## config.mk

```make
export PLATFORM = sky130hd
export DESIGN_NAME = draw_port_arbiter
export DESIGN_NICKNAME = d
export VERILOG_FILES = /design/src/rtl/draw_port_arbiter.sv
export SDC_FILE = /design/constraint.sdc
export NUM_CORES = 1
export LEC_CHECK = 0
export BUFFER_PORTS_ARGS = -buffer_cell sky130_fd_sc_hd__buf_2
export CAP_MARGIN = 20
export CORE_MARGIN = 2
export CORE_UTILIZATION = 45
export CTS_CLUSTER_SIZE = 12
export DETAILED_ROUTE_END_ITERATION = 6
export PLACE_DENSITY = 0.83
export SKIP_LAST_GASP = 1
export SYNTH_ARGS = -nofsm -noshare
export SYNTH_HDL_FRONTEND = slang
export SYNTH_SLANG_ARGS = --single-unit
```

## constraint.sdc

```tcl
create_clock -name clk -period 2.1 [get_ports clk]
set_input_delay 0.21 -clock clk [delete_from_list [all_inputs] [get_ports clk]]
set_output_delay 0.21 -clock clk [all_outputs]
set_load 0.02 [all_outputs]
```

## src/rtl/draw_port_arbiter.sv

```systemverilog
// Round-robin owner of the single VGA framebuffer write port shared by N draw engines.
// Optional watchdog (define DRAW_ARB_WATCHDOG_EN) force-releases a grant after TIMEOUT cycles.
module draw_port_arbiter #(
    parameter int unsigned N_REQ   = 4,
    parameter int unsigned X_W     = 8,
    parameter int unsigned Y_W     = 7,
    parameter int unsigned COLOR_W = 3,
    parameter int unsigned TIMEOUT = 16384
) (
    input  logic                       clk,
    input  logic                       reset,
    input  logic [N_REQ-1:0]           req,
    input  logic [N_REQ-1:0]           done,
    input  logic [N_REQ*X_W-1:0]       px_x,
    input  logic [N_REQ*Y_W-1:0]       px_y,
    input  logic [N_REQ*COLOR_W-1:0]   px_colour,
    input  logic [N_REQ-1:0]           px_plot,
    output logic [N_REQ-1:0]           grant,
    output logic [X_W-1:0]             vga_x,
    output logic [Y_W-1:0]             vga_y,
    output logic [COLOR_W-1:0]         vga_colour,
    output logic                       vga_plot,
    output logic                       busy,
    output logic                       timeout_err
);

    localparam int unsigned IDX_W = $clog2(N_REQ);

    if (N_REQ < 2 || N_REQ > 8 || TIMEOUT < 2) begin : g_bad_param
        $error("draw_port_arbiter: unsupported parameter set");
    end

    typedef enum logic [1:0] {StIdle, StActive, StRelease} state_e;

    state_e               state_q, state_d;
    logic [N_REQ-1:0]     grant_q, grant_d;
    logic [IDX_W-1:0]     gidx_q, gidx_d;
    logic [IDX_W-1:0]     last_q, last_d;
    logic [X_W-1:0]       vga_x_q, vga_x_d;
    logic [Y_W-1:0]       vga_y_q, vga_y_d;
    logic [COLOR_W-1:0]   vga_colour_q, vga_colour_d;
    logic                 vga_plot_q, vga_plot_d;

    logic                 pick_valid;
    logic [IDX_W-1:0]     pick_idx;
    logic [IDX_W-1:0]     cand_idx;
    int unsigned          cand;

    logic [X_W-1:0]       sel_x;
    logic [Y_W-1:0]       sel_y;
    logic [COLOR_W-1:0]   sel_colour;
    logic                 sel_plot;
    logic                 sel_done;
    logic                 sel_req;

    // Search upward from the engine after the last owner, wrapping round.
    always_comb begin
        pick_valid = 1'b0;
        pick_idx   = '0;
        cand       = 0;
        cand_idx   = '0;
        for (int unsigned k = 1; k <= N_REQ; k++) begin
            cand     = (32'(last_q) + k) % N_REQ;
            cand_idx = IDX_W'(cand);
            if (!pick_valid && req[cand_idx]) begin
                pick_valid = 1'b1;
                pick_idx   = cand_idx;
            end
        end
    end

    always_comb begin
        sel_x      = '0;
        sel_y      = '0;
        sel_colour = '0;
        sel_plot   = 1'b0;
        sel_done   = 1'b0;
        sel_req    = 1'b0;
        for (int unsigned i = 0; i < N_REQ; i++) begin
            if (gidx_q == IDX_W'(i)) begin
                sel_x      = px_x[i*X_W +: X_W];
                sel_y      = px_y[i*Y_W +: Y_W];
                sel_colour = px_colour[i*COLOR_W +: COLOR_W];
                sel_plot   = px_plot[i];
                sel_done   = done[i];
                sel_req    = req[i];
            end
        end
    end

`ifdef DRAW_ARB_WATCHDOG_EN
    localparam int unsigned CNT_W = $clog2(TIMEOUT + 1);

    logic [CNT_W-1:0] wdog_cnt_q;
    logic             wdog_fire;
    logic             timeout_err_q;

    assign wdog_fire = (wdog_cnt_q == CNT_W'(TIMEOUT - 1));

    // Counter sits at zero outside ACTIVE, so it is cleared on every ACTIVE entry.
    always_ff @(posedge clk) begin
        if (!reset) begin
            wdog_cnt_q    <= '0;
            timeout_err_q <= 1'b0;
        end else begin
            wdog_cnt_q    <= (state_q == StActive) ? wdog_cnt_q + 1'b1 : '0;
            timeout_err_q <= (state_q == StActive) && wdog_fire && !sel_done;
        end
    end

    assign timeout_err = timeout_err_q;
`else
    assign timeout_err = 1'b0;
`endif

    always_comb begin
        state_d      = state_q;
        grant_d      = grant_q;
        gidx_d       = gidx_q;
        last_d       = last_q;
        vga_x_d      = vga_x_q;
        vga_y_d      = vga_y_q;
        vga_colour_d = vga_colour_q;
        vga_plot_d   = 1'b0;

        unique case (state_q)
            StIdle: begin
                if (pick_valid) begin
                    state_d           = StActive;
                    gidx_d            = pick_idx;
                    grant_d           = '0;
                    grant_d[pick_idx] = 1'b1;
                end
            end
            StActive: begin
                // The pixel of the terminal cycle is still forwarded.
                vga_x_d      = sel_x;
                vga_y_d      = sel_y;
                vga_colour_d = sel_colour;
                vga_plot_d   = sel_plot;
                if (sel_done || !sel_req) begin
                    state_d = StRelease;
                    grant_d = '0;
                end
`ifdef DRAW_ARB_WATCHDOG_EN
                else if (wdog_fire) begin
                    state_d = StRelease;
                    grant_d = '0;
                end
`endif
            end
            StRelease: begin
                state_d = StIdle;
                last_d  = gidx_q;
            end
            default: begin
                state_d = StIdle;
                grant_d = '0;
            end
        endcase
    end

    always_ff @(posedge clk) begin
        if (!reset) begin
            state_q      <= StIdle;
            grant_q      <= '0;
            gidx_q       <= '0;
            last_q       <= IDX_W'(N_REQ - 1);
            vga_x_q      <= '0;
            vga_y_q      <= '0;
            vga_colour_q <= '0;
            vga_plot_q   <= 1'b0;
        end else begin
            state_q      <= state_d;
            grant_q      <= grant_d;
            gidx_q       <= gidx_d;
            last_q       <= last_d;
            vga_x_q      <= vga_x_d;
            vga_y_q      <= vga_y_d;
            vga_colour_q <= vga_colour_d;
            vga_plot_q   <= vga_plot_d;
        end
    end

    assign grant      = grant_q;
    assign vga_x      = vga_x_q;
    assign vga_y      = vga_y_q;
    assign vga_colour = vga_colour_q;
    assign vga_plot   = vga_plot_q;
    assign busy       = (state_q != StIdle);

endmodule

```

# Yosys cells after proc, flatten, opt, wreduce, memory -nomap -nowiden
# Index checks and enable logic that the tools add are counted.
dict set report op_classes {
  addsub 4
  order_cmp 6
  eq_ne 7
  mux 48
  bitwise 1
  n_reduce_logical 16
}
# op n
set ops {}
lappend ops {{two-way mux 8 bit} 4}
lappend ops {{two-way mux 7 bit} 4}
lappend ops {{two-way mux 1 bit} 21}
lappend ops {{less-than comparator 2 x 3 -> 1 bit (second input constant)} 5}
lappend ops {{two-way mux 2 bit} 6}
lappend ops {{two-way mux 3 bit} 4}
lappend ops {{one-hot mux 4 bit (3 select lines)} 1}
lappend ops {{binary-select mux 1 bit (select 2 bit)} 4}
lappend ops {{two-way mux 4 bit} 2}
lappend ops {{== test 2 bit (second input constant)} 3}
lappend ops {{AND reduction 2 bit} 3}
lappend ops {{adder 2 x 1 -> 2 bit (second input constant)} 2}
lappend ops {{adder 2 bit (second input constant)} 2}
lappend ops {{== test 2 x 1 -> 1 bit (second input constant)} 2}
lappend ops {{logical AND 1 bit} 4}
lappend ops {{logical NOT 1 bit} 4}
lappend ops {{logical NOT 2 bit} 2}
lappend ops {{inequality test 2 bit (second input constant)} 2}
lappend ops {{one-hot mux 2 bit (2 select lines)} 1}
lappend ops {{AND reduction 3 bit} 1}
lappend ops {{demux 1 bit (select 2 bit)} 1}
lappend ops {{>= comparator 2 x 1 -> 1 bit (second input constant)} 1}
lappend ops {{nonzero test 2 bit} 1}
lappend ops {{logical OR 1 bit} 1}
lappend ops {{NOT 1 bit} 1}
dict set report totals {
  reg_bits 29
  input_bits 86
  word_cells 90
}

# Logic depth before layout (Yosys ltp)
# Gate-level depths: netlist of run 1.
dict set report logic_depth {
  depth_word 19
  ltp_mapped 5
  depth_no_buf 4
}

# Least setup slack after synthesis of run 1
# OpenSTA, ideal clock, no wires.
dict set report synth_timing {
  kind {reg-to-reg}
  startpoint {register gidx_q[0]}
  endpoint {register vga_plot_q, in the netlist vga_plot}
  setup_time_ns 0.115
  t_arrival_ns 1.264
  required_ns 1.985
  slack_ns 0.721
  path_stages_with_launch 4
  cell_sequence {dfxtp_1 > buf_4 > mux4_2 > and3_1}
}
dict set report synth_between {
  elab_chain_len 5
  word_cells_on_any_way 8
}
# item line
set synth_rtl {}
lappend synth_rtl {{start, declared} 37} ;# logic [IDX_W-1:0] gidx_q, gidx_d;
lappend synth_rtl {{start signal, assigned} 176} ;# gidx_q <= gidx_d;
lappend synth_rtl {{logical NOT 2 bit} 80} ;# if (gidx_q == IDX_W'(i)) begin
lappend synth_rtl {{two-way mux 1 bit (3 in series)} 80}
lappend synth_rtl {{two-way mux 1 bit (*)} 80}
lappend synth_rtl {{end signal, assigned} 181} ;# vga_plot_q <= vga_plot_d;
lappend synth_rtl {{end, declared} 42} ;# logic vga_plot_q, vga_plot_d;
# Every way passes the cells marked *; elsewhere a longest branch is shown, timed or not.
# A chain may end at the register's enable or synchronous reset.

# Final worst setup path of run 1
dict set report layout_timing {
  startpoint {register gidx_q[1]}
  endpoint {register vga_y_q[3], in the netlist vga_y[3]}
}
dict set report layout_between {
  elab_chain_len 5
  word_cells_on_any_way 8
}
# item line
set layout_rtl {}
lappend layout_rtl {{logical NOT 2 bit} 80}
lappend layout_rtl {{two-way mux 7 bit (3 in series)} 80}
lappend layout_rtl {{two-way mux 7 bit (*)} 80}
lappend layout_rtl {{end signal, assigned} 179} ;# vga_y_q <= vga_y_d;
lappend layout_rtl {{end, declared} 40} ;# logic [Y_W-1:0] vga_y_q, vga_y_d;
# Marks and branches as above.

==> impl_metrics.csv, run 1 <==
group,metric,value,unit
status,status,"finished clean",
clock_network,cts_made_buffers,5,
synth,synthesis.area,0.00167,sq mm
setup_path,cp-end-kind,"flop",
clock_network,cts_buffer_depth,2,
drt,num_vias,1660,
clock_network,cts.clk_slew.worst_paths,0.06,ns
synth,synth-xor-area-share,0,%
setup_path,max_stage_delay,0.53,ns
cells_and_area,layout-drive-gt1-share,51.5,%
setup_path,r2r_start,"gidx_q[1]",
cells_and_area,nets,359,
synth,seq_area_frac_synth,34.7,%
drt,dr.pass1.iters,4,
cells_and_area,mostFrequentLayoutCells,"buf_2, nand2_1, dfxtp_1",
setup_path,r2r_cells,4,
floorplanning,fp-row-count,22,
drt,wire_per_inst,14.0,um
global_routing,track_usage,22.0,%
synth,synth_cells,166,
sta,fin_crit,1.43,ns
cells_and_area,layout.cells.non_filler,322,
synth,syn_nets,252,
synth,yosysWarnings,0,
synth,muxShareOfSynthArea,28.7,%
sta,hold_viol,0,
clock_network,clock_sinks,29,
pwr,power_leakage,1.07,nW
place,dp_cells,314,
clock_network,clkLatencyLatePin,0.29,ns
pwr,pwr-share-clk,27.5,%
synth,syn_avg_cell_area,10.1,sq um
synth,synth_top_area_share,34.7,%
cells_and_area,final_area,0.00232,sq mm
sta,fmax,701,MHz
floorplanning,core_area,0.00361,sq mm
synth,yosys.area_share.simple,18.5,%
sta,finalSetupViolCount,0,
min_path,hold_path.class,"in -> reg",
setup_path,crit_type,"reg -> reg",
pwr,p_comb_share,32.9,%
synth,synth_top_area_cell,"dfxtp_1",
sta,rsz0062_at_grt,"false",
pwr,total_power,0.00160,W
pwr,p_sw,0.000506,W
floorplanning,dieArea,0.00422,sq mm
setup_path,critPathLaunch,"gidx_q[1]",
synth,synth_edf_count,0,
sta,fin_tns_setup,0,ns
global_routing,antenna_found_initial,0,
synth,synthArstFlopShare,0,%
synth,ys.flop_type,"dfxtp_1",
synth,synth_top_family_by_area,"multiplexers",
global_routing,grt_pass1_wl,6960,um
pwr,ir_drop,0.370,mV
pwr,sw_frac_of_total,31.5,%
drt,drt-total-wl,4490,um
cells_and_area,syn2layout_area_growth,39.1,%
sta,max_slew_margin,54.4,%
clock_network,cts_root_buffer,"clkbuf_8",
drt,drt_iter0_drc,57,
setup_path,crit_arrival,1.60,ns
synth,ys_top_cells_by_area,"dfxtp_1, mux4_2, nand2_1, a21boi_1, nor2b_1",
global_routing,grt_overflow,0,
setup_path,cp-start-kind,"flop",
setup_path,r2r_setup_slack,0.67,ns
synth,ys_seq_elements,29,
setup_path,crit_path_max_fanout,21,
sta,layout_worst_path_cycle_share,67.9,%
pwr,p_int,0.00110,W
floorplanning,dieWidth,65.0,um
setup_path,crit_end,"vga_y[3]",
clock_network,hold_buffers,0,
cells_and_area,diodes,0,
global_routing,grt_max_degree,32,
clock_network,cts_htree_levels,2,
setup_path,critPathRequiredTime,2.27,ns
synth,synth_fa_ha_area_share,0,%
pwr,seqPwrFrac,39.6,%
floorplanning,ioPinCount,111,
drt,drc_errors,0,
setup_path,slowest_stage,"mux4_2",
flow_run,maxCapViolations,0,
synth,synth-compound-area-share,13.9,%
floorplanning,die_y,65.0,um
clock_network,cts_tree,"built",
clock_network,post_cts_resized,0,
place,place.gp.congestion,0.736,
synth,ys_types,28,
global_routing,grt_pass1_vias,1603,
setup_path,worstPathCellList,"buf_4 -> mux4_2 -> nand2_1 -> a21boi_1",
sta,skew,0.00772,ns
drt,avgViaCountPerCell,5.16,
place,placed_cell_area,0.00224,sq mm
pwr,power_density,690,mW/mm^2
floorplanning,initial_utilization,46.4,%
cells_and_area,layout_commonest_cell,"buf_2",
place,dp_hpwl,3590,um
sta,tightest_slew,0.684,ns
sta,finalMaxSlewViolations,0,
setup_path,r2r-end,"vga_y[3]",
place,io_buffers,109,
clock_network,postCtsSetupBuffers,0,
drt,ant_nets,0,
registers in the layout (all words and copies together) (netlist names):
name,flops
gidx_q,2
grant,4
last_q,2
state_q,2
vga_colour,3
vga_plot,1
vga_x,8
vga_y,7
layout make-up:
cell class / count / area, sq um
clock buffer: 6 / 72.6
sequential: 29 / 581
tap: 48 / 60.1
fill: 353 / 1280
clock inverter: 2 / 10.0
multi-input combinational: 124 / 1030
timing repair buffer: 113 / 576
worst max-delay path, delay by kind of cell (launching register included):
kind                   cells  cell delay, ns
DFF                        1            0.35
AOI/OAI and AO/OA          1            0.06
buffers and inverters      1            0.30
and+or+nand+nor            1            0.08
muxes                      1            0.53
kinds of logic after synthesis:
group,count (synthesis)
and+or+nand+nor,69
muxes,23
other,1
AOI/OAI and AO/OA,31
buffers and inverters,13
DFF,29
power by group through the flow:
stage | clock network [W] | registers (W) | logic [W]
finish | 0.000441 | 0.000636 | 0.000527
global route | 0.000468 | 0.000642 | 0.000574
CTS | 0.000450 | 0.000637 | 0.000534
detailed placement | 0 | 0.000650 | 0.000533
global placement | 0 | 0.000646 | 0.000520
floorplan | 0 | 0.000701 | 0.000307
worst min path at each step:
stage	slack, ns	end	start	cells past startpoint
after detailed placement	0.44	vga_colour[2]	vga_colour[2]	2
after global routing	0.35	last_q[0]	reset	2
final	0.32	last_q[1]	reset	2
after global placement	0.44	vga_x[6]	vga_x[6]	2
after CTS	0.31	last_q[1]	reset	2
after floorplan	0.41	grant[0]	reset	2
layer usage:
metal / GRT usage (%) / vias to the layer above / routed length, um
li1: - / 810 / -
met1: 20.9 / 780 / 1600
met2: 43.7 / 61 / 2510
met3: 5.03 / 9 / 290
met4: 9.84 / 0 / 99
met5: 0 / - / 0
synthesized netlist by cell type (2+ instances only):
cell type / count
a21boi_1: 19
a21oi_1: 3
buf_2: 4
buf_4: 3
clkbuf_1: 6
dfxtp_1: 29
mux2i_1: 3
mux4_2: 20
nand2_1: 45
nand2b_1: 3
nand3b_1: 2
nor2_1: 5
nor2b_1: 6
o22ai_1: 4
through the flow:
step	util (%)	setup WS (ns)	hold slack [ns]
global route	64.5	0.531	0.353
finish	64.5	0.674	0.316
floorplan	-	0.721	0.411
global placement	62.2	0.693	0.438
CTS	64.5	0.650	0.310
detailed placement	62.2	0.658	0.442
No activity file was read; power rests on OpenSTA's default activity.
==> run 2, diff against run 1 <==
--- a/config.mk
+++ b/config.mk
@@ -8,10 +8,10 @@
 export BUFFER_PORTS_ARGS = -buffer_cell sky130_fd_sc_hd__buf_2
 export CAP_MARGIN = 20
 export CORE_MARGIN = 2
-export CORE_UTILIZATION = 45
+export CORE_UTILIZATION = 38
 export CTS_CLUSTER_SIZE = 12
 export DETAILED_ROUTE_END_ITERATION = 6
-export PLACE_DENSITY = 0.83
+export PLACE_DENSITY = 0.75
 export SKIP_LAST_GASP = 1
 export SYNTH_ARGS = -nofsm -noshare
 export SYNTH_HDL_FRONTEND = slang
==> constraint.sdc (replaced) <==
create_clock -name clk -period 1.2 [get_ports clk]
set_input_delay 0.12 -clock clk [delete_from_list [all_inputs] [get_ports clk]]
set_output_delay 0.12 -clock clk [all_outputs]
set_load 0.02 [all_outputs]
==> impl_metrics.csv, run 2 (synthesis gave the netlist of run 1 again) <==
group,metric,value,unit
flow_run,maxCapViolations,0,
drt,wire_per_inst,13.5,um
floorplanning,die_y,70.3,um
setup_path,r2r_setup_slack,-0.12,ns
pwr,p_comb_share,36.4,%
drt,drc_errors,0,
pwr,p_int,0.00221,W
cells_and_area,largest_reg_flops,8,
place,placed_cell_area,0.00241,sq mm
pwr,power_density,1190,mW/mm^2
setup_path,cp_top_family,"multiplexers",
floorplanning,dieArea,0.00495,sq mm
status,violations,"negative setup slack",
clock_network,cts_buffer_depth,2,
floorplanning,dieWidth,70.3,um
pwr,sw_frac_of_total,29.6,%
clock_network,clkLatencyLatePin,0.27,ns
sta,finalSetupViolCount,23,
global_routing,grt_pass1_vias,1670,
pwr,power_leakage,1.22,nW
pwr,pwr-share-clk,27.8,%
min_path,hold_path.class,"in -> reg",
place,place.gp.congestion,0.736,
setup_path,r2r-end,"grant[1]",
global_routing,grt_overflow,0,
setup_path,cp-start-kind,"flop",
setup_path,path_buf_inv,0,
cells_and_area,post-route-util,61.7,%
drt,num_vias,1730,
global_routing,antenna_found_initial,0,
place,dp_slack,-0.0922,ns
sta,hold_viol,0,
clock_network,cts.clk_slew.worst_paths,0.06,ns
min_path,hold-path-cell-count,3,
clock_network,cts_root_buffer,"clkbuf_8",
cells_and_area,layout-drive-gt1-share,61.1,%
sta,rsz0062_at_grt,"true",
clock_network,clock_sinks,29,
setup_path,crit_path_max_fanout,4,
setup_path,cp-end-kind,"flop",
cells_and_area,layout_commonest_cell,"buf_2",
min_path,min_from,"reset",
min_path,worstHoldEndpoint,"grant[2]",
pwr,seqPwrFrac,35.8,%
place,io_buffers,109,
floorplanning,initial_utilization,38.9,%
cells_and_area,diodes,0,
setup_path,max_stage_delay,0.56,ns
setup_path,worstPathCellList,"mux4_2 -> a2bb2oi_4 -> o22ai_1",
sta,skew,0.00358,ns
status,status,"finished, violations left",
setup_path,critPathRequiredTime,1.36,ns
drt,ant_nets,0,
drt,avgViaCountPerCell,4.97,
drt,dr.pass1.iters,4,
drt,drt_iter0_drc,79,
sta,fmax,760,MHz
clock_network,cts_made_buffers,5,
floorplanning,core_area,0.00429,sq mm
sta,timing.hold.ws,0.157,ns
pwr,ir_drop,0.835,mV
sta,layout_worst_path_cycle_share,110,%
cells_and_area,mostFrequentLayoutCells,"buf_2, nand2_1, dfxtp_1",
cells_and_area,final_area,0.00265,sq mm
setup_path,crit_type,"reg -> reg",
sta,fin_ws,-0.116,ns
global_routing,grt_pass1_wl,7400,um
cells_and_area,syn2layout_area_growth,58.5,%
setup_path,r2r_start,"gidx_q[1]",
setup_path,r2r_cells,3,
global_routing,track_usage,18.6,%
cells_and_area,fillerInstances,390,
drt,drt-total-wl,4710,um
setup_path,crit_arrival,1.47,ns
floorplanning,ioPinCount,111,
clock_network,cts_htree_levels,2,
sta,finalMaxSlewViolations,0,
floorplanning,fp-row-count,24,
sta,fin_tns_setup,-1.71,ns
sta,fin_crit,1.32,ns
pwr,p_sw,0.000930,W
setup_path,slowest_stage,"mux4_2",
clock_network,cts_tree,"built",
global_routing,grt_max_degree,19,
place,dp_hpwl,3700,um
cells_and_area,nets,381,
## run 2: worst max path at each step
| stage | startpoint | endpoint | slack (ns) | cells after the start |
|---|---|---|---|---|
| after global placement | gidx_q[1] | grant[3] | -0.06 | 3 |
| after detailed placement | gidx_q[0] | vga_y[6] | -0.09 | 4 |
| after CTS | gidx_q[0] | vga_y[0] | -0.09 | 4 |
| after global routing | gidx_q[1] | grant[0] | -0.14 | 3 |
| after floorplan | gidx_q[0] | vga_plot | -0.07 | 3 |
| final | gidx_q[1] | grant[1] | -0.12 | 3 |
## run 2: routing by layer
| metal | track usage, % | vias up | share of wire [%] | routed length (um) |
|---|---|---|---|---|
| li1 | - | 853 | - | - |
| met1 | 21.0 | 809 | 38 | 1790 |
| met2 | 34.7 | 64 | 55 | 2570 |
| met3 | 5.77 | 4 | 6.8 | 322 |
| met4 | 2.99 | 0 | 0.45 | 21 |
| met5 | 0 | - | 0 | 0 |
## run 2: layout make-up
class	instances	area [sq um]	share of cell area, %
Timing Repair Buffer	135	812	30.7
Sequential cell	29	589	22.2
Tap cell	52	65.1	2.46
Clock buffer	7	96.3	3.64
Multi-Input combinational cell	124	1080	40.8
Clock inverter	1	5.00	0.189
## run 2: worst reg2reg max path, cell delays in order, from the launching register on
cell and delay [ns]:
dfxtp_2 0.35, mux4_2 0.56, a2bb2oi_4 0.20, o22ai_1 0.09
## run 2: power by group through the flow
stage	Combinational, W	Clock (W)	Sequential (W)
finish	0.00114	0.000873	0.00112
global route	0.00124	0.000956	0.00114
CTS	0.00107	0.000899	0.00112
detailed placement	0.00105	0	0.00114
global placement	0.00103	0	0.00113
floorplan	0.000554	0	0.00123
## run 2: stage by stage
step / total power, W / cells
final: 0.00314 / 348
after floorplan: 0.00179 / 166
after CTS: 0.00308 / 345
after global placement: 0.00217 / 336
after detailed placement: 0.00219 / 336
after global routing: 0.00333 / 348
## run 2: timing repair
action                                  CTS  global route
hold buffers                              0             0
gates resized for setup                   5            19
pin swaps                                 1            17
endpoints found under the setup margin   25            28
buffers inserted                          2             2
cloned                                    0             1
hold endpoints to repair                  0             0
==> run 3, diff against run 2 <==
==> constraint.sdc (replaced) <==
create_clock -name clk -period 1.1 [get_ports clk]
set_input_delay 0.11 -clock clk [delete_from_list [all_inputs] [get_ports clk]]
set_output_delay 0.11 -clock clk [all_outputs]
set_load 0.02 [all_outputs]
==> impl_metrics.csv, run 3 (synthesis gave the netlist of run 1 again) <==
group,metric,value,unit
floorplanning,core_area,0.00429,sq mm
setup_path,r2r-end,"grant[3]",
drt,met1_length,1900,um
clock_network,hold_buffers,0,
drt,avgViaCountPerCell,4.98,
cells_and_area,layout-drive-gt1-share,59.1,%
setup_path,cp-end-kind,"flop",
setup_path,cp-start-kind,"flop",
setup_path,crit_path_max_fanout,4,
sta,skew,0.00119,ns
floorplanning,initial_utilization,38.9,%
pwr,power_leakage,1.22,nW
floorplanning,dieArea,0.00495,sq mm
status,status,"finished, violations left",
sta,layout_worst_path_cycle_share,118,%
global_routing,antenna_found_initial,0,
drt,drt-total-wl,4770,um
pwr,p_sw,0.00101,W
status,violations,"negative setup slack",
drt,wire_per_inst,13.7,um
cells_and_area,diodes,0,
global_routing,track_usage,19.6,%
cells_and_area,nets,381,
drt,num_vias,1732,
drt,dr.pass1.iters,4,
cells_and_area,post-route-util,61.5,%
setup_path,critPathLaunch,"gidx_q[1]",
cells_and_area,mostFrequentLayoutCells,"buf_2, nand2_1, dfxtp_1",
sta,fin_crit,1.30,ns
pwr,ir_drop,0.960,mV
floorplanning,ioPinCount,111,
drt,drt_iter0_drc,74,
cells_and_area,largest_reg_flops,8,
pwr,p_comb_share,38.2,%
floorplanning,die_y,70.3,um
drt,drc_errors,0,
clock_network,cts.clk_slew.worst_paths,0.06,ns
place,place.gp.congestion,0.770,
floorplanning,dieWidth,70.3,um
clock_network,cts_root_buffer,"clkbuf_8",
drt,wl_met3,374,um
sta,fin_ws,-0.201,ns
pwr,seqPwrFrac,37.0,%
global_routing,grt_max_degree,20,
global_routing,grt_pass1_vias,1722,
pwr,total_power,0.00331,W
drt,wl_met2,2450,um
clock_network,cts_tree,"built",
min_path,hold-path-cell-count,2,
clock_network,cts_made_buffers,5,
sta,hold_viol,0,
sta,finalMaxSlewViolations,0,
clock_network,clkLatencyLatePin,0.27,ns
pwr,sw_frac_of_total,30.5,%
cells_and_area,syn2layout_area_growth,58.0,%
cells_and_area,layout_commonest_cell,"buf_2",
setup_path,r2r_setup_slack,-0.20,ns
place,dp_hpwl,3690,um
setup_path,crit_type,"reg -> reg",
min_path,hold_path.class,"in -> reg",
setup_path,r2r_start,"gidx_q[1]",
floorplanning,fp-row-count,24,
sta,finalSetupViolCount,26,
pwr,pwr-share-clk,24.9,%
clock_network,cts_buffer_depth,2,
sta,rsz0062_at_grt,"true",
setup_path,crit_end,"grant[3]",
place,io_buffers,109,
setup_path,critPathRequiredTime,1.25,ns
clock_network,clock_sinks,29,
cells_and_area,fillerInstances,380,
drt,top_layer_used,"met4",
clock_network,cts_htree_levels,2,
flow_run,maxCapViolations,0,
global_routing,grt_pass1_wl,7560,um
sta,fmax,769,MHz
pwr,power_density,1250,mW/mm^2
pwr,p_int,0.00230,W
global_routing,grt_overflow,0,
setup_path,crit_arrival,1.45,ns
drt,ant_nets,0,
setup_path,r2r_cells,3,
## run 3: changes by cell type in the layout (fill, tap and decap cells not counted), sizes merged
cell	previous run	this run
clkinv	1	2
clkbuf	8	7
## run 3: worst max-delay path, cell delays in order, from the launching register on
cell and delay, ns:
dfxtp_2 0.35, mux4_2 0.56, a2bb2oi_4 0.18, o22ai_1 0.09
## run 3: how the worst min path moves through the flow
stage                        from            end  slack [ns]
finish                      reset       vga_y[3]        0.23
floorplan                   reset       grant[0]        0.31
global placement         vga_x[7]       vga_x[7]        0.44
CTS                         reset       vga_y[0]        0.22
global route                reset       vga_y[1]        0.23
detailed placement  vga_colour[1]  vga_colour[1]        0.44
## run 3: final cells by class
class / count / area (sq um) / share of cell area (%)
multi-input cells: 124 / 1070 / 40.5
repair buffers: 135 / 833 / 31.5
flip-flops and latches: 29 / 589 / 22.3
clock buffers: 6 / 72.6 / 2.75
well taps: 52 / 65.1 / 2.46
clock inverters: 2 / 10.0 / 0.379
## run 3: routing by layer
metal | track usage [%] | vias to the layer above
li1 | - | 852
met1 | 22.8 | 798
met2 | 34.6 | 78
met3 | 5.77 | 4
met4 | 5.98 | 0
met5 | 0 | -
## run 3: repair_timing
item | 4_1_cts | 5_1_grt
setup buffers | 4 | 1
resized for setup | 8 | 7
setup endpoints to repair | 27 | 30
pin swaps | 8 | 10
gates cloned | 0 | 1
## run 3: stage by stage
step                std cells  setup slack (ns)  hold slack, ns  setup TNS, ns  area (sq um)
global placement          334            -0.171           0.438          -3.71          2440
CTS                       346            -0.200           0.218          -4.46          2580
detailed placement        334            -0.196           0.444          -4.22          2440
global route              348            -0.255           0.225          -5.83          2640
finish                    348            -0.201           0.227          -4.29          2640
floorplan                 166            -0.172           0.311          -3.06          1720
## run 3: power groups by stage
stage               clock network (W)  registers (W)  logic (W)
global route                 0.000885        0.00124    0.00137
global placement                    0        0.00124    0.00116
CTS                          0.000847        0.00122    0.00122
detailed placement                  0        0.00124    0.00117
floorplan                           0        0.00135   0.000623
finish                       0.000823        0.00122    0.00126
